===== src/rtl/fgen_spi_regbank.sv =====
// fgen_spi_regbank: SPI mode-0 slave register bank for the function generator.
// The host writes 40-bit frames (command byte + 32 data bits) into shadow
// registers. A commit copies every shadow to the live outputs on one clk edge,
// so the generator never sees a half-applied reconfiguration.
// Optional feature macro: FGEN_REGBANK_READBACK_EN builds the MISO read path.
// Without it spi_miso is tied low and read frames complete with no effect.
//
// Handshake note: there is no valid/ready pair here. update_pulse and
// frame_err are single-cycle strobes that qualify the cycle in which the live
// registers have just loaded, or in which a frame was aborted.
module fgen_spi_regbank #(
    parameter logic [31:0] ID_VALUE    = 32'h5A47_1021,
    parameter int          SYNC_STAGES = 2
) (
    input  logic        clk,
    input  logic        rst_n,
    input  logic        spi_sck,
    input  logic        spi_cs_n,
    input  logic        spi_mosi,
    output logic        spi_miso,
    output logic [15:0] mode,
    output logic [15:0] amplitude,
    output logic [15:0] offset,
    output logic [31:0] conf_1_reg,
    output logic [31:0] conf_2_reg,
    output logic [31:0] conf_3_reg,
    output logic        update_pulse,
    output logic        frame_err
);

    // Elaboration-time sanity checks on the parameters.
    if (SYNC_STAGES < 2) begin : g_bad_sync
        $error("SYNC_STAGES must be at least 2");
    end
    if (ID_VALUE == 32'h0) begin : g_bad_id
        $error("ID_VALUE must differ from the all-zero unmapped read value");
    end

    typedef enum logic [1:0] {
        ST_IDLE = 2'd0,
        ST_CMD  = 2'd1,
        ST_DATA = 2'd2,
        ST_DONE = 2'd3
    } state_t;

    state_t r_state;
    state_t w_state_nxt;

    logic [SYNC_STAGES-1:0] r_sck_sync;
    logic [SYNC_STAGES-1:0] r_cs_sync;
    logic [SYNC_STAGES-1:0] r_mosi_sync;
    logic                   r_sck_d;
    logic                   r_cs_d;

    logic w_sck;
    logic w_cs_n;
    logic w_mosi;
    logic w_sck_rise;
    logic w_cs_fall;
    logic w_cs_rise;

    logic w_cmd_done;
    logic w_frame_done;
    logic w_abort;

    logic [5:0]  r_bit_cnt;
    logic [39:0] r_shift;
    logic        r_wr_pend;
    logic        r_commit_pend;
    logic        r_auto_commit;
    logic        r_update_pulse;
    logic        r_frame_err;

    logic [15:0] r_sh_mode;
    logic [15:0] r_sh_amp;
    logic [15:0] r_sh_off;
    logic [31:0] r_sh_c1;
    logic [31:0] r_sh_c2;
    logic [31:0] r_sh_c3;

    logic [15:0] r_mode;
    logic [15:0] r_amp;
    logic [15:0] r_off;
    logic [31:0] r_c1;
    logic [31:0] r_c2;
    logic [31:0] r_c3;

    logic        w_wr_en;
    logic [6:0]  w_wr_addr;
    logic [31:0] w_wr_data;

    // Synchronise the SPI pins into clk; cs_n idles high so reset cannot fake a frame start.
    always_ff @(posedge clk or negedge rst_n) begin
        if (!rst_n) begin
            r_sck_sync  <= '0;
            r_cs_sync   <= '1;
            r_mosi_sync <= '0;
            r_sck_d     <= 1'b0;
            r_cs_d      <= 1'b1;
        end else begin
            r_sck_sync  <= {r_sck_sync[SYNC_STAGES-2:0], spi_sck};
            r_cs_sync   <= {r_cs_sync[SYNC_STAGES-2:0], spi_cs_n};
            r_mosi_sync <= {r_mosi_sync[SYNC_STAGES-2:0], spi_mosi};
            r_sck_d     <= w_sck;
            r_cs_d      <= w_cs_n;
        end
    end

    assign w_sck      = r_sck_sync[SYNC_STAGES-1];
    assign w_cs_n     = r_cs_sync[SYNC_STAGES-1];
    assign w_mosi     = r_mosi_sync[SYNC_STAGES-1];
    assign w_sck_rise = w_sck & ~r_sck_d;
    assign w_cs_fall  = ~w_cs_n & r_cs_d;
    assign w_cs_rise  = w_cs_n & ~r_cs_d;

    // Frame FSM state register.
    always_ff @(posedge clk or negedge rst_n) begin
        if (!rst_n) begin
            r_state <= ST_IDLE;
        end else begin
            r_state <= w_state_nxt;
        end
    end

    // Frame FSM next state and frame event strobes; cs_n rising always wins over an sck edge.
    always_comb begin
        w_state_nxt  = r_state;
        w_cmd_done   = 1'b0;
        w_frame_done = 1'b0;
        w_abort      = 1'b0;
        case (r_state)
            ST_IDLE: begin
                if (w_cs_fall) begin
                    w_state_nxt = ST_CMD;
                end
            end
            ST_CMD: begin
                if (w_cs_rise) begin
                    w_state_nxt = ST_IDLE;
                    w_abort     = (r_bit_cnt != 6'd0);
                end else if (w_sck_rise && (r_bit_cnt == 6'd7)) begin
                    w_state_nxt = ST_DATA;
                    w_cmd_done  = 1'b1;
                end
            end
            ST_DATA: begin
                if (w_cs_rise) begin
                    w_state_nxt = ST_IDLE;
                    w_abort     = 1'b1;
                end else if (w_sck_rise && (r_bit_cnt == 6'd39)) begin
                    w_state_nxt  = ST_DONE;
                    w_frame_done = 1'b1;
                end
            end
            ST_DONE: begin
                if (w_cs_rise) begin
                    w_state_nxt = ST_IDLE;
                end
            end
            default: w_state_nxt = ST_IDLE;
        endcase
    end

    // Shift MOSI in on each rising sck while a frame is open; flag completion or abort.
    always_ff @(posedge clk or negedge rst_n) begin
        if (!rst_n) begin
            r_bit_cnt   <= 6'd0;
            r_shift     <= 40'd0;
            r_wr_pend   <= 1'b0;
            r_frame_err <= 1'b0;
        end else begin
            r_wr_pend   <= w_frame_done;
            r_frame_err <= w_abort;
            if (w_state_nxt == ST_IDLE) begin
                r_bit_cnt <= 6'd0;
            end else if (((r_state == ST_CMD) || (r_state == ST_DATA)) && w_sck_rise) begin
                r_bit_cnt <= r_bit_cnt + 6'd1;
                r_shift   <= {r_shift[38:0], w_mosi};
            end
        end
    end

    assign w_wr_en   = r_wr_pend & ~r_shift[39];
    assign w_wr_addr = r_shift[38:32];
    assign w_wr_data = r_shift[31:0];

    // Shadow and CTRL writes one cycle after the frame completes; a commit is scheduled for the next cycle.
    always_ff @(posedge clk or negedge rst_n) begin
        if (!rst_n) begin
            r_sh_mode     <= 16'd0;
            r_sh_amp      <= 16'd0;
            r_sh_off      <= 16'd0;
            r_sh_c1       <= 32'd0;
            r_sh_c2       <= 32'd0;
            r_sh_c3       <= 32'd0;
            r_auto_commit <= 1'b0;
            r_commit_pend <= 1'b0;
        end else begin
            r_commit_pend <= 1'b0;
            if (w_wr_en) begin
                case (w_wr_addr)
                    7'd0: begin r_sh_mode <= w_wr_data[15:0]; r_commit_pend <= r_auto_commit; end
                    7'd1: begin r_sh_amp  <= w_wr_data[15:0]; r_commit_pend <= r_auto_commit; end
                    7'd2: begin r_sh_off  <= w_wr_data[15:0]; r_commit_pend <= r_auto_commit; end
                    7'd3: begin r_sh_c1   <= w_wr_data;       r_commit_pend <= r_auto_commit; end
                    7'd4: begin r_sh_c2   <= w_wr_data;       r_commit_pend <= r_auto_commit; end
                    7'd5: begin r_sh_c3   <= w_wr_data;       r_commit_pend <= r_auto_commit; end
                    7'd6: begin
                        r_auto_commit <= w_wr_data[1];
                        r_commit_pend <= w_wr_data[0];
                    end
                    default: ;
                endcase
            end
        end
    end

    // Commit: every live register loads from its shadow on the same edge, flagged by update_pulse.
    always_ff @(posedge clk or negedge rst_n) begin
        if (!rst_n) begin
            r_mode         <= 16'd0;
            r_amp          <= 16'd0;
            r_off          <= 16'd0;
            r_c1           <= 32'd0;
            r_c2           <= 32'd0;
            r_c3           <= 32'd0;
            r_update_pulse <= 1'b0;
        end else begin
            r_update_pulse <= r_commit_pend;
            if (r_commit_pend) begin
                r_mode <= r_sh_mode;
                r_amp  <= r_sh_amp;
                r_off  <= r_sh_off;
                r_c1   <= r_sh_c1;
                r_c2   <= r_sh_c2;
                r_c3   <= r_sh_c3;
            end
        end
    end

`ifdef FGEN_REGBANK_READBACK_EN
    logic        w_sck_fall;
    logic [7:0]  w_cmd_byte;
    logic [31:0] w_rd_mux;
    logic [31:0] r_rd_data;
    logic        r_rd_active;
    logic        r_miso;

    assign w_sck_fall = ~w_sck & r_sck_d;
    // The 8th command bit is still on the synchronised MOSI when the 8th rising edge is seen.
    assign w_cmd_byte = {r_shift[6:0], w_mosi};

    // Read mux over the shadows; 16-bit registers are zero-extended, unmapped addresses read 0.
    always_comb begin
        w_rd_mux = 32'd0;
        case (w_cmd_byte[6:0])
            7'd0:    w_rd_mux = {16'd0, r_sh_mode};
            7'd1:    w_rd_mux = {16'd0, r_sh_amp};
            7'd2:    w_rd_mux = {16'd0, r_sh_off};
            7'd3:    w_rd_mux = r_sh_c1;
            7'd4:    w_rd_mux = r_sh_c2;
            7'd5:    w_rd_mux = r_sh_c3;
            7'd6:    w_rd_mux = {30'd0, r_auto_commit, 1'b0};
            7'd7:    w_rd_mux = ID_VALUE;
            default: w_rd_mux = 32'd0;
        endcase
    end

    // Snapshot at the end of the command byte, then shift one bit out per falling sck in DATA.
    always_ff @(posedge clk or negedge rst_n) begin
        if (!rst_n) begin
            r_rd_data   <= 32'd0;
            r_rd_active <= 1'b0;
            r_miso      <= 1'b0;
        end else if (w_cmd_done) begin
            r_rd_active <= w_cmd_byte[7];
            r_rd_data   <= w_rd_mux;
            r_miso      <= 1'b0;
        end else if ((r_state == ST_DATA) && (w_state_nxt == ST_DATA)) begin
            if (w_sck_fall && r_rd_active) begin
                r_miso    <= r_rd_data[31];
                r_rd_data <= {r_rd_data[30:0], 1'b0};
            end
        end else begin
            r_rd_active <= 1'b0;
            r_miso      <= 1'b0;
        end
    end

    assign spi_miso = r_miso;
`else
    assign spi_miso = 1'b0;
`endif

    assign mode         = r_mode;
    assign amplitude    = r_amp;
    assign offset       = r_off;
    assign conf_1_reg   = r_c1;
    assign conf_2_reg   = r_c2;
    assign conf_3_reg   = r_c3;
    assign update_pulse = r_update_pulse;
    assign frame_err    = r_frame_err;

endmodule

===== config.mk =====
export PLATFORM = sky130hd
export DESIGN_NAME = fgen_spi_regbank
export DESIGN_NICKNAME = d
export VERILOG_FILES = /design/src/rtl/fgen_spi_regbank.sv
export SDC_FILE = /design/constraint.sdc
export NUM_CORES = 1
export LEC_CHECK = 0
export CAP_MARGIN = 20
export CORE_MARGIN = 3
export CORE_UTILIZATION = 58
export CTS_BUF_LIST = sky130_fd_sc_hd__clkbuf_8
export DETAILED_ROUTE_END_ITERATION = 16
export PLACE_DENSITY = 0.83
export SYNTH_ARGS = -nofsm -noshare
export SYNTH_HDL_FRONTEND = slang
export SYNTH_SLANG_ARGS = --single-unit

===== constraint.sdc =====
create_clock -name clk -period 2.5 [get_ports clk]
set_input_delay 0.25 -clock clk [delete_from_list [all_inputs] [get_ports clk]]
set_output_delay 0.25 -clock clk [all_outputs]
set_load 0.01 [all_outputs]

## Word level (Yosys, flattened, before mapping)

Index checks and enable logic that the tools add are counted.

| cells by class | value |
|---|---|
| reduce and logical (&&, ||, !) cells | 18 |
| bitwise operators | 9 |
| equal/unequal tests | 11 |
| $add $sub $neg | 1 |
| multiplexer cells | 17 |

Operators with widths:

| cell | count |
|---|---|
| equality test 7 x 3 -> 1 bit (second input constant) | 3 |
| AND reduction 2 bit | 8 |
| equality test 7 x 2 -> 1 bit (second input constant) | 2 |
| 2-to-1 mux 2 bit | 6 |
| 2-to-1 mux 6 bit | 2 |
| case mux 2 bit (4 select lines) | 1 |
| equality test 7 x 1 -> 1 bit (second input constant) | 1 |
| zero test 7 bit | 1 |
| adder 6 x 1 -> 6 bit (second input constant) | 1 |
| equality test 6 x 3 -> 1 bit (second input constant) | 1 |
| equality test 6 bit (second input constant) | 1 |
| 2-to-1 mux 1 bit | 6 |
| nonzero test 6 bit | 1 |
| OR reduction 6 bit | 1 |
| inverter 1 bit | 5 |
| AND 1 bit | 4 |
| equality test 2 bit (second input constant) | 2 |
| zero test 2 bit | 2 |
| case mux 1 bit (2 select lines) | 2 |
| logical AND 1 bit | 3 |
| equality test 2 x 1 -> 1 bit (second input constant) | 1 |
| nonzero test 2 bit | 1 |
| logical OR 1 bit | 1 |

| word-level totals | value |
|---|---|
| bits of input ports | 5 |
| word-level logic and storage cells | 81 |
| register bits after elaboration | 349 |
| output and inout bits | 147 |

## Longest topological paths before layout

Gate-level depths: netlist of the first run.

| depth | value |
|---|---|
| depth after elaboration | 9 |
| gate-level depth with buffers | 8 |
| gate-level depth less buffers | 7 |

## Worst setup path before layout of the first run

Ideal clock, no wire load.

| timing | value |
|---|---|
| path type | register -> register |
| from | reg r_shift[39] |
| to | reg r_sh_c2[11] |
| arrival time | 2.094 ns |
| slack | 0.281 ns |
| library setup time | 0.125 ns |
| stages on the path, launching flop included | 7 |
| clock period less this slack | 2.219 ns |
| path buffers | 1 |
| path through | dfrtp_1 > or4b_1 > nor3_4 > nand2b_4 > nor3b_4 > buf_4 > mux2_2 |

| on the way | value |
|---|---|
| cells in the longest elaborated chain, start to end | 3 |

Ends and longest elaborated chain:

| what | RTL line | RTL |
|---|---|---|
| start, declared | 67 | `logic [39:0] r_shift;` |
| start signal, assigned | 178 | `r_shift <= {r_shift[38:0], w_mosi};` |
| inverter 1 bit | 183 | `assign w_wr_en = r_wr_pend & ~r_shift[39];` |
| AND 1 bit | 183 |  |
| AND reduction 2 bit (no line) | n/a |  |
| end signal, assigned | 206 | `7'd4: begin r_sh_c2 <= w_wr_data; r_commit_pend <= r_auto_commit; end` |
| end, declared | 78 | `logic [31:0] r_sh_c2;` |

No other way between the ends.
A chain may end at the register's enable or synchronous reset.

## Worst setup path after layout of the first run

| timing | value |
|---|---|
| from | reg r_shift[39] |
| to | reg r_sh_c2[14] |

Same word-level chain as after synthesis.

==> impl_results.md, run 1 <==
* Number of DRC violations after detailed routing at 0
* Clock transition at the register clock pins on the worst setup and hold paths after CTS at 60 ps
* DIE WIDTH at 156 um
* Synth Area in Adders at 0.572%
* Number of flip-flops in the largest register at 40
* Die Y-Extent at 156 um
* Measured slew at the worst slew-check pin at 773 ps
* Post-detailed-placement half-perimeter wirelength at 15.9 mm
* Count of vias placed by the detailed router at 7201
* Clock network latency to the later pin of the worst-skew pair at 580 ps
* Boundary Pins at 152
* Antenna violations before repair at 0
* Final Hold Viols at 0
* Post-detailed-route via-to-cell ratio at 5.55
* Class of the worst hold path: in -> reg
* Dominant cell type by area after synthesis: sky130_fd_sc_hd__dfrtp_1
* Buffers and inverters on the worst path at 1
* Area of the die at 24500 um2
* Post-detailed-route wirelength per cell at 19.8 um
* IO Port Bufs at 150
* Number of enable flip-flop cells after synthesis at 0
* Slowest cell delay on critical path at 600 ps
* Largest cells by area after synthesis: sky130_fd_sc_hd__dfrtp_1, sky130_fd_sc_hd__mux2_2, sky130_fd_sc_hd__clkbuf_1
* Max stage delay cell, worst path: sky130_fd_sc_hd__or4b_1
* Max Buffers Root-to-Sink at 3
* Post-synthesis mux area share at 28.3%
* Fin Setup TNS at 0 ps
* Worst-case vdd ir drop at 0.000584 V
* Worst slew margin relative to its limit at 48.5%
* Post-layout nets at 990
* Starting DRT DRC Count at 339
* Sequential area share after synthesis at 66.6%
* Most frequently used flop master after synthesis: sky130_fd_sc_hd__dfrtp_1
* Total of fill cells in the finished design at 1315
* Most repeated cell in the gate-level netlist after synthesis: sky130_fd_sc_hd__dfrtp_1
* Count of placed standard cells in the final layout, fillers left out at 1298
* Final standard cell area without fillers at 16400 um2
* Count of final max-slew check failures at 0
* Largest delay share family, worst path: simple AND/OR/NAND/NOR gates
* Pwr dens at 693 nW/um2
* Synth-to-Final Area Change at 24.9%
* Post-route clock skew at 30.1 ps
* Category of the worst setup path launch point: register
* Number of library cell types mapped by synthesis at 38
* Area of the mapped netlist at 13100 um2
* Number of iterations in the first detailed-routing pass at 4
* Area fraction in compound gates after synthesis at 0.410%
* Crit path cell chain: or4b_1 > nor3_4 > nand2b_4 > nor3b_4 > buf_12 > mux2_2
* GRT Overall Usage at 21.5%
* Number of antenna cells inserted at 0
* Achievable clock frequency at 416 MHz
* Dpl cell area at 15100 um2
* Final RePlAce weighted congestion at 0.743
* Element type at the critical path end: register
* Combined area of the multi-input logic cells at 4220 um2
* Total placed cells including tap cells at 1198
* Cts bufs inserted at 54
* Static leakage at 8.16 nW
* Avg Cell Area, Syn at 16.7 um2
* Max-capacitance violation count at 0
* Share of Yosys cell area claimed by the top area cell type at 66.0%
* Largest family of logic cells by synthesized area: multiplexers
* Min Clock Period, post-route at 2400 ps
* Unrepaired setup endpoints after global routing: no
* CTS tree: yes
* Instance count of the mapped netlist at 785
* Most flops, register: r_shift
* Antenna-violating nets left at 0
* Xor/xnor cell area share of the yosys netlist at 0.334%
* Critical path class: reg -> reg
* Total Routed Length at 25.7 mm
* Simple-gate share of the synthesized area at 2.30%
* Synthesized netlist net count at 796
* Maximum number of pins on one net before global-route repair at 88
* Count of final setup violators at 0
* Data required, critical path at 2940 ps
* FF+latch count, synth at 349
* Worst hold slack at 89.2 ps
* First-pass GRT wire length at 42.0 mm
* Count of clock tree sinks at 349
* Synth async-reset ratio at 100%
* Total of warnings raised by yosys at 0
* Synth cell count leaders: sky130_fd_sc_hd__dfrtp_1, sky130_fd_sc_hd__mux2_2, sky130_fd_sc_hd__clkbuf_1
* Maximum level of the CTS H-tree at 2
* Data arrival time at the worst-slack endpoint at 2840 ps
* Ratio of cells with drive above 1 in the final layout at 44.5%
* Area taken by flip-flops and latches at 8740 um2
* Outcome: completed
* Overflow after GRT at 0
* Core Box Area at 22000 um2
* Starting density of the core at 59.6%
* Floorplan row count at 54
* Via count of the first global-routing pass at 7843
* Period utilization at 96.1%
* Clock root buffer master: sky130_fd_sc_hd__clkbuf_8
* Maximum net fanout on the critical path at 26
[where the power goes]
group	switching (W)	leakage, nW	internal [W]
clock network	0.00213	0.644	0.00293
registers	0.000150	4.85	0.00571
logic	0.000276	2.66	0.000180
total	0.00256	8.16	0.00882
[final timing paths]
kind / startpoint / end / slack [ps] / depth (start not counted)
max in group asynchronous: rst_n / r_cs_sync[1] / 1480 / 3
min in group asynchronous: rst_n / offset[12] / 280 / 2
max: r_shift[39] / r_sh_c2[14] / 100 / 6
min reg2reg: r_cs_sync[0] / r_cs_sync[1] / 360 / 0
max reg2reg: r_shift[39] / r_sh_c2[14] / 100 / 6
min: spi_cs_n / r_cs_sync[0] / 90 / 1
[timing repair]
action	in CTS	in global routing
gates resized for setup	0	3
endpoints found under the hold margin	68	0
setup buffers	0	1
hold buffers	1	0
setup endpoints to repair	0	40
[worst reg2reg max path, stage by stage, from the launching register on]
cell and delay [ps]:
sky130_fd_sc_hd__dfrtp_1 390, sky130_fd_sc_hd__or4b_1 600, sky130_fd_sc_hd__nor3_4 270, sky130_fd_sc_hd__nand2b_4 130, sky130_fd_sc_hd__nor3b_4 270, sky130_fd_sc_hd__buf_12 240, sky130_fd_sc_hd__mux2_2 370
[cell families after synthesis]
logic type	after synthesis
XOR/XNOR	5
AND/OR/NAND/NOR	44
adder cells (fa/ha/maj)	6
AO/OA/AOI/OAI	9
buffers and inverters	41
multiplexers	330
other	1
flip-flops	349
[routing by layer]
layer / part of all wire [%] / wire length, um / GRT usage (%)
met1: 42 / 10900 / 28.1
met2: 51 / 13100 / 36.5
met3: 5.0 / 1300 / 5.28
met4: 1.8 / 461 / 5.63
met5: 0 / 0 / 0
[area by class of cell]
type / instances / area share, %
clock buffers: 77 / 6.46
well taps: 280 / 2.14
multi-input cells: 395 / 25.7
clock inverters: 18 / 0.870
repair buffers: 175 / 11.4
flip-flops and latches: 349 / 53.3
inverters: 4 / 0.0916
[through the flow]
step	util, %	power, W	setup WS (ps)
2_1_floorplan	-	0.00607	281
3_3_place_gp	68.5	0.00634	195
3_5_place_dp	68.5	0.00636	99.6
4_1_cts	74.0	0.0115	62.4
5_1_grt	74.5	0.0118	9.19
6_report	74.5	0.0114	96.9
[placed cells by master, fill, tap and decap left out, types with 3 or more instances in the layout]
| master | Yosys | routed |
|---|---|---|
| sky130_fd_sc_hd__nor3b_1 | 3 | 3 |
| sky130_fd_sc_hd__dfstp_2 | 3 | 3 |
| sky130_fd_sc_hd__xor2_1 | 4 | 4 |
| sky130_fd_sc_hd__a21oi_1 | 4 | 3 |
| sky130_fd_sc_hd__nand3_1 | 3 | 3 |
| sky130_fd_sc_hd__clkdlybuf4s50_1 | 0 | 149 |
| sky130_fd_sc_hd__mux2_2 | 326 | 326 |
| sky130_fd_sc_hd__mux2_1 | 3 | 3 |
| sky130_fd_sc_hd__clkbuf_8 | 0 | 77 |
| sky130_fd_sc_hd__clkinvlp_4 | 0 | 3 |
| sky130_fd_sc_hd__buf_12 | 0 | 11 |
| sky130_fd_sc_hd__nand4_1 | 3 | 3 |
| sky130_fd_sc_hd__nor2_1 | 12 | 12 |
| sky130_fd_sc_hd__clkinv_2 | 0 | 5 |
| sky130_fd_sc_hd__dfrtp_1 | 346 | 345 |
| sky130_fd_sc_hd__ha_1 | 6 | 5 |
| sky130_fd_sc_hd__buf_4 | 3 | 10 |
| sky130_fd_sc_hd__inv_1 | 4 | 11 |
| sky130_fd_sc_hd__nand2_1 | 5 | 5 |
No activity file was read; power rests on OpenSTA's default activity.
==> run 2, diff against run 1 <==
--- a/config.mk
+++ b/config.mk
@@ -7,10 +7,10 @@
 export LEC_CHECK = 0
 export CAP_MARGIN = 20
 export CORE_MARGIN = 3
-export CORE_UTILIZATION = 58
+export CORE_UTILIZATION = 32
 export CTS_BUF_LIST = sky130_fd_sc_hd__clkbuf_8
 export DETAILED_ROUTE_END_ITERATION = 16
-export PLACE_DENSITY = 0.83
+export PLACE_DENSITY = 0.51
 export SYNTH_ARGS = -nofsm -noshare
 export SYNTH_HDL_FRONTEND = slang
 export SYNTH_SLANG_ARGS = --single-unit
==> run 2 against run 1 <==
  * Die area is 78% higher
  * Core utilization down 33 points
  * Count of clock-buffer cells in the layout is 4 higher
==> impl_results.md, run 2 (synthesized netlist as in run 1, its figures left out) <==
* CTS tree: yes (unchanged)
* First-pass GRT wire length at 45.1 mm (was 42.0 mm)
* Clock root buffer master: sky130_fd_sc_hd__clkbuf_8 (unchanged)
* Area of the die at 43500 um2 (was 24500 um2)
* Die Y-Extent at 209 um (was 156 um)
* Count of final max-slew check failures at 0 (unchanged)
* Switching component of the power at 0.00268 W (was 0.00256 W)
* Post-detailed-route via-to-cell ratio at 4.54 (was 5.55)
* Maximum net fanout on the critical path at 24 (was 26)
* Total Routed Length at 27.8 mm (was 25.7 mm)
* Count of clock tree sinks at 349 (unchanged)
* Starting density of the core at 32.7% (was 59.6%)
* Commonest non-fill, non-tap cell in the layout: sky130_fd_sc_hd__dfrtp_1 (unchanged)
* Total placed cells including tap cells at 1452 (was 1198)
* Boundary Pins at 152 (unchanged)
* Total of fill cells in the finished design at 3677 (was 1315)
* Post-CTS setup buffers at 0 (unchanged)
* Critical path class: reg -> reg (unchanged)
* Clock network latency to the later pin of the worst-skew pair at 630 ps (was 580 ps)
* Worst-case vdd ir drop at 0.000361 V (was 0.000584 V)
* Core Box Area at 40100 um2 (was 22000 um2)
* Cell internal pwr at 0.00874 W (was 0.00882 W)
* Number of flip-flops in the largest register at 40 (unchanged)
* Element type at the critical path end: register (unchanged)
* Static leakage at 8.24 nW (was 8.16 nW)
* Number of antenna cells inserted at 0 (unchanged)
* Final RePlAce weighted congestion at 0.674 (was 0.743)
* Min Clock Period, post-route at 2340 ps (was 2400 ps)
* Final Hold Viols at 0 (unchanged)
* Unrepaired setup endpoints after global routing: no (unchanged)
* Final standard cell area without fillers at 16800 um2 (was 16400 um2)
* Post-layout nets at 1002 (was 990)
* Class of the worst hold path: in -> reg (unchanged)
* FF-to-FF End: r_shift[10] (was r_sh_c2[14])
* WHS Path Cells at 1 (unchanged)
* Count of final setup violators at 0 (unchanged)
* Commonest cells after routing, fill and taps aside: sky130_fd_sc_hd__dfrtp_1, sky130_fd_sc_hd__mux2_2, sky130_fd_sc_hd__clkdlybuf4s50_1, sky130_fd_sc_hd__clkbuf_8, sky130_fd_sc_hd__inv_1 (was sky130_fd_sc_hd__dfrtp_1, sky130_fd_sc_hd__mux2_2, sky130_fd_sc_hd__clkdlybuf4s50_1, sky130_fd_sc_hd__clkbuf_8, sky130_fd_sc_hd__nor2_1)
* R2R Setup Slk at 160 ps (was 100 ps)
* Data arrival time at the worst-slack endpoint at 2850 ps (was 2840 ps)
* Synth-to-Final Area Change at 27.6% (was 24.9%)
* Floorplan row count at 73 (was 54)
* Overflow after GRT at 0 (unchanged)
* Crit path setup slack, layout at 158 ps (was 96.9 ps)
* Seq pwr share at 51.2% (was 51.5%)
* Critical register-to-register path startpoint: r_state[0] (was r_shift[39])
* Pwr dens at 682 nW/um2 (was 693 nW/um2)
* Clock group share of total power at 45.3% (was 44.5%)
* Worst hold start: spi_mosi (was spi_cs_n)
* Dpl cell area at 15500 um2 (was 15100 um2)
* Maximum level of the CTS H-tree at 2 (unchanged)
* Number of DRC violations after detailed routing at 0 (unchanged)
* Cell count of the worst reg-to-reg path at 8 (was 6)
* Starting DRT DRC Count at 189 (was 339)
* Outcome: completed (unchanged)
* Number of iterations in the first detailed-routing pass at 4 (unchanged)
* Clock transition at the register clock pins on the worst setup and hold paths after CTS at 60 ps (about the same)
* Achievable clock frequency at 427 MHz (was 416 MHz)
* Post-route clock skew at 17.5 ps (was 30.1 ps)
* Pre-CTS WS at 171 ps (was 99.6 ps)
* Post-detailed-route wirelength per cell at 17.8 um (was 19.8 um)
* DIE WIDTH at 209 um (was 156 um)
* Cts bufs inserted at 59 (was 54)
* Antenna violations before repair at 0 (unchanged)
* Antenna-violating nets left at 0 (unchanged)
* Maximum number of pins on one net before global-route repair at 84 (was 88)
* Share of power burned in combinational logic at 3.6% (was 4.0%)
* Period utilization at 93.7% (was 96.1%)
* IO Port Bufs at 150 (unchanged)
* Ratio of cells with drive above 1 in the final layout at 43.8% (was 44.5%)
* Switching share of power at 23.4% (was 22.5%)
* Count of placed standard cells in the final layout, fillers left out at 1565 (was 1298)
* Count of vias placed by the detailed router at 7101 (was 7201)
* Fin Setup TNS at 0 ps (unchanged)
* WHS Endpoint: r_mosi_sync[0] (was r_cs_sync[0])
* Category of the worst setup path launch point: register (unchanged)
* Measured slew at the worst slew-check pin at 730 ps (was 773 ps)
* GRT Overall Usage at 13.1% (was 21.5%)
* Max Buffers Root-to-Sink at 3 (unchanged)
* Max-capacitance violation count at 0 (unchanged)
* Post-detailed-placement half-perimeter wirelength at 17.1 mm (was 15.9 mm)
* Worst slew margin relative to its limit at 51.3% (was 48.5%)
* Most flops, register: r_shift (unchanged)
* Data required, critical path at 3010 ps (was 2940 ps)
* Via count of the first global-routing pass at 7652 (was 7843)
* Worst hold slack at 71.5 ps (was 89.2 ps)
[run 2: cell types whose count changed in the layout (fill, tap and decap cells not counted), sizes merged]
cell / change
clkbuf: +2
inv: +14
dlygate4sd3: +2
buf: +7
clkinvlp: -1
bufinv: -2
[run 2: critical path: stages, from the launching register on]
cell and delay (ps):
sky130_fd_sc_hd__dfrtp_1 410, sky130_fd_sc_hd__inv_1 80, sky130_fd_sc_hd__ha_1 260, sky130_fd_sc_hd__or3_1 380, sky130_fd_sc_hd__a21oi_1 150, sky130_fd_sc_hd__o32ai_1 160
sky130_fd_sc_hd__o21ai_4 220, sky130_fd_sc_hd__buf_12 210, sky130_fd_sc_hd__mux2_2 350
[run 2: layout make-up]
| class | instances | area [um2] | area share (%) |
|---|---|---|---|
| Clock inverter | 29 | 128 | 0.762 |
| Tap cell | 525 | 657 | 3.92 |
| Clock buffer | 81 | 1110 | 6.66 |
| Sequential cell | 349 | 8740 | 52.2 |
| Inverter | 4 | 15.0 | 0.0896 |
| Timing Repair Buffer | 182 | 1890 | 11.3 |
| Multi-Input combinational cell | 395 | 4200 | 25.1 |
[run 2: worst max path at each step]
stage | from | end
6_report | r_state[0] | r_shift[10]
4_1_cts | r_state[0] | r_shift[36]
5_1_grt | r_state[0] | r_shift[10]
3_3_place_gp | r_state[0] | r_shift[13]
3_5_place_dp | r_state[0] | r_shift[36]
2_1_floorplan | r_shift[39] | r_sh_c2[11]
[run 2: routing by layer]
metal | global-route usage [%] | part of all wire (%) | vias to the layer above
met5 | 0 | 0 | -
met4 | 4.46 | 2.0 | 0
met3 | 3.42 | 4.9 | 44
met2 | 20.5 | 46 | 138
met1 | 17.7 | 47 | 3708
li1 | - | - | 3211
[run 2: power by group through the flow]
stage,clock [W],combinational (W),sequential (W)
after detailed placement,0,0.000417,0.00595
after global routing,0.00568,0.000466,0.00586
final,0.00517,0.000406,0.00584
after global placement,0,0.000417,0.00595
after CTS,0.00541,0.000422,0.00585
after floorplan,0,0.000201,0.00587
[run 2: repair_timing]
action,CTS,global route
gates resized for setup,0,0
hold endpoints to repair,71,0
hold buffers,3,0
[run 2: metrics by stage]
| stage | total power [W] | utilization (%) |
|---|---|---|
| 6_report | 0.0114 | 41.8 |
| 5_1_grt | 0.0120 | 41.8 |
| 4_1_cts | 0.0117 | 41.8 |
| 3_5_place_dp | 0.00637 | 38.6 |
| 3_3_place_gp | 0.00637 | 38.6 |
| 2_1_floorplan | 0.00607 | - |
==> RTL change 1, RTL diff (settings of run 1) <==
Remove the register `r_frame_err`: a continuous assignment takes its place, so the output `frame_err` follows one clock earlier.
--- a/src/rtl/fgen_spi_regbank.sv
+++ b/src/rtl/fgen_spi_regbank.sv
@@ -168,8 +168,6 @@
             r_shift     <= 40'd0;
             r_wr_pend   <= 1'b0;
-            r_frame_err <= 1'b0;
         end else begin
             r_wr_pend   <= w_frame_done;
-            r_frame_err <= w_abort;
             if (w_state_nxt == ST_IDLE) begin
                 r_bit_cnt <= 6'd0;
@@ -180,4 +178,6 @@
         end
     end
+
+    assign r_frame_err = w_abort;
 
     assign w_wr_en   = r_wr_pend & ~r_shift[39];
Check against the original RTL: not equivalent (a bounded check fails within 10 cycles, from zero or initial values and one cycle with rst_n low).
==> RTL change 1 against run 1 <==
Total power down 1.7%; non-clock buffer count decreased by 1; die area down 0.19%; routed wire length is 3.2% lower; design area shrank 0.81%; worst setup slack improved by 0.0095 ns; sequential cell count shrank 1; synthesized area is 0.19% lower; critical path type unchanged; critical endpoint is now r_shift[4]$_DFFE_PN0P_; largest power group unchanged.
==> RTL change 1: results (changes against run 1) <==
Power:
- The switching power summed over all nets is 2.488 mW (-2.7%).
- The cell internal power dissipation is 8.696 mW (-1.4%).
- The combinational power share is 3.8% (-0.2 points).
- The standby leakage power is 8.117 nW (-0.48%).

CTS:
- The source-to-sink clock delay at the later pin of the worst-skew pair is 0.56 ns (-0.02 ns).

Route:
- The wire length on met3 is 1.080 mm (-17%).
- The wire length per cell after detailed routing is 19.23 µm (-3.0%).
- The initial detailed-routing violation count is 319 (-5.9%).
- The routed length on met1 is 10.80 mm (-0.76%).
- The via count is 7149 (-0.72%).

Global routing:
- The largest net degree at the start of global routing came to 72 (-18%).
- The met1 track utilization from global routing is 28.80% (+0.68 points).
- The global routing usage summed across all routing layers came to 21.13% (-0.36 points).
- The via count of the first global-routing pass was 7760 (-1.1%).

Synthesis:
- The area share of fa/ha/maj cells after synthesis is 0.5730% (+0.0011 points).
- The mux cell area share after synthesis is 28.35% (+0.054 points).
- The sequential-to-total area share from yosys stat is 66.50% (about the same).
- The synthesized net count was 795 (-0.13%).
- The compound-gate portion of the synthesized area is 0.4107% (+0.00078 points).
- The number of instances in the synthesized netlist is 784 (-0.13%).
- The share of the synthesized netlist area taken by xor and xnor gates came to 0.3343% (+0.00064 points).

Final layout:
- The layout cell share with drive strength beyond 1 was 44.04% (-0.46 points).
- The filler cell count is 1369 (+4.1%).
- The final net count is 988 (-0.20%).

Critical path:
- The data arrival time at the worst-slack endpoint came to 2.83 ns (about the same).
- The destination of the critical timing path is r_shift[4]$_DFFE_PN0P_.
- The peak fanout along the critical path is 24 (-7.7%).
- The delay contributed by the slowest stage of the critical path came to 0.41 ns (-0.19 ns).
- The slowest stage of the critical path belongs to the cell sky130_fd_sc_hd__dfrtp_1.

Timing:
- The final clock skew was 0.01712 ns (-0.01298 ns).
- The tightest slew margin relative to the limit is 65.39% (+17 points).
- The worst-case hold slack is 0.1082 ns (+0.01897 ns).

Status:
- The run finished with clean final reports.

Placement:
- The post-detailed-placement half-perimeter wirelength is 15.87 mm (-0.26%).
## RTL change 1: cell type report
class	count	area (µm²)	area share, %
Clock buffer	71	977.2	6.007
Clock inverter	23	180.2	1.108
Inverter	4	15.01	0.09230
Multi-Input combinational cell	395	4215	25.91
Sequential cell	348	8716	53.58
Tap cell	280	350.3	2.154
Timing Repair Buffer	174	1813	11.15
## RTL change 1: worst max-delay path: cells and delay by family (launching register included)
family	cells	cell delay [ns]
compound gates	3	0.55
fa+ha+maj	1	0.26
buf+inv	2	0.29
flops	1	0.41
mux	1	0.36
simple gates	1	0.40
## RTL change 1: timing repair
| action | in CTS | in global routing |
|---|---|---|
| gates cloned | 0 | 0 |
| endpoints found under the hold margin | 47 | 0 |
| setup buffers | 0 | 1 |
| setup endpoints to repair | 1 | 40 |
| hold buffers | 1 | 0 |
| pin swaps | 0 | 2 |
| gates resized for setup | 1 | 2 |
==> RTL change 2, RTL diff (config.mk and constraints of run 1) <==
Without the edit above. Change the parameter `SYNC_STAGES` from 2 to 4.
--- a/src/rtl/fgen_spi_regbank.sv
+++ b/src/rtl/fgen_spi_regbank.sv
@@ -11,5 +11,5 @@
 module fgen_spi_regbank #(
     parameter logic [31:0] ID_VALUE    = 32'h5A47_1021,
-    parameter int          SYNC_STAGES = 2
+    parameter int          SYNC_STAGES = 4
 ) (
     input  logic        clk,
Check against the original RTL: not equivalent (a bounded check fails within 10 cycles, from zero or initial values and one cycle with rst_n low).
==> RTL change 2 against run 1 <==
Core utilization shrank 0.36 points; clock power fell by 13%; design area increased by 0.12%; total power down 4.8%; hold slack better by 0.0040 ns; via count grew 0.50%; routed wire length is 1.8% lower; cell count up 0.77%; sequential cell count up 6; worst setup slack improved by 0.0026 ns; clock skew down 0.0091 ns; synthesized area grew 1.2%; first-iteration DRC count decreased by 8.3%; largest cell class unchanged; highest routed layer unchanged.
==> RTL change 2: results (changes against run 1) <==
Synthesis:
- Sorting the synthesized cells by area gives the leading types as sky130_fd_sc_hd__dfrtp_1 (66%), sky130_fd_sc_hd__mux2_2 (28%), sky130_fd_sc_hd__dfstp_2 (0.99%).
- The number of instances in the synthesized netlist is 791 (+0.76%).
- The synthesized net count is 802 (+0.75%).
- The sequential-to-total area share from yosys stat was 66.94% (+0.38 points).
- The flop and latch count out of synthesis is 355 (+1.7%).
- By count the netlist is led by sky130_fd_sc_hd__dfrtp_1 (350), sky130_fd_sc_hd__mux2_2 (326), sky130_fd_sc_hd__clkbuf_1 (23).

Final layout:
- The filler cell count is 1366 (+3.9%).
- The clock tree buffer count of the final layout is 66 (-14%).
- The number of signal-net buffers in the layout is 181 (+3.4%).
- The share of cell area taken by flip-flops and latches is 54.16% (+0.86 points).
- The final net count came to 1002 (+1.2%).
- The end-of-flow core utilization is 74.09% (-0.36 points).
- The clock-cell share of area came to 6.165% (-1.2 points).
- The layout cell share with drive strength beyond 1 is 42.90% (-1.6 points).

Power:
- The maximum vdd drop came to 0.3996 mV (-32%).
- The standby leakage power is 8.231 nW (+0.91%).
- The sequential cell power is 5.93 mW (+1%).
- The share of power burned in registers is 54.8% (+3.3 points).
- The clock share of power is 40.7% (-3.8 points).
- The cell internal power dissipation is 8.369 mW (-5.1%).

Timing:
- The actual slew at the worst max-slew pin came to 0.5546 ns (-0.2181 ns).
- The final clock skew is 0.02102 ns (-0.009079 ns).
- The post-route fraction of the period consumed by the critical path came to 96.02% (-0.10 points).

Route:
- The via count is 7237 (+0.50%).
- The wire length after detailed routing is 25.27 mm (-1.8%).
- The initial detailed-routing violation count is 311 (-8.3%).
- The wire length per cell after detailed routing is 19.32 µm (-2.5%).

Status:
- The flow ran to the end, and the final reports show no timing, DRC or antenna violations.

Critical path:
- The capture point of the worst reg-to-reg path is r_shift[8]$_DFFE_PN0P_.
- The critical path's slowest cell is sky130_fd_sc_hd__dfrtp_1.
- The reg-to-reg startpoint is r_state[0]$_DFF_PN0_.
- The delay contributed by the slowest stage of the critical path is 0.41 ns (-0.19 ns).

Global routing:
- The via count of the first global-routing pass is 7731 (-1.4%).
- The met2 capacity usage during global routing is 33.34% (-3.1 points).
- The largest net degree at the start of global routing is 71 (-19%).
- The global-route wire length before repair is 41.06 mm (-2.4%).
- The global routing usage summed across all routing layers is 20.94% (-0.55 points).
- The met3 demand-to-capacity share in global routing is 3.712% (-1.6 points).
- The met1 track utilization from global routing is 30.35% (+2.2 points).

Placement:
- The worst setup slack before clock tree synthesis is 0.1061 ns (+0.006471 ns).
- The last weighted congestion value of the routability-driven placer came to 0.7854 (+5.7%).
- The post-detailed-placement half-perimeter wirelength came to 16.21 mm (+1.9%).
- The standard cell area after detailed placement is 15290 µm² (+1.3%).

Floorplan:
- The x dimension of the die is 157.3 µm (+0.56%).
## RTL change 2: what timing repair did
item                                   4_1_cts  5_1_grt
endpoints found under the hold margin       61        0
setup endpoints to repair                    0       34
hold buffers                                 1        0
buffers inserted                             0        3
gates resized for setup                      0        3
## RTL change 2: cell families after synthesis
group                    Yosys count  share of synthesized area (%)
other                              1                        0.02824
adder cells (fa/ha/maj)            6                         0.5653
XOR/XNOR                           5                         0.3297
AND/OR/NAND/NOR                   44                          2.271
buffers and inverters             41                          1.489
flip-flops                       355                          66.94
multiplexers                     330                          27.97
AO/OA/AOI/OAI                      9                         0.4051
## RTL change 2: layer usage
layer / vias up / wire length, µm / part of all wire, %
li1: 3204 / - / -
met1: 3835 / 11620 / 46
met2: 166 / 12250 / 48
met3: 32 / 1054 / 4.2
met4: 0 / 357 / 1.4
met5: - / 0 / 0
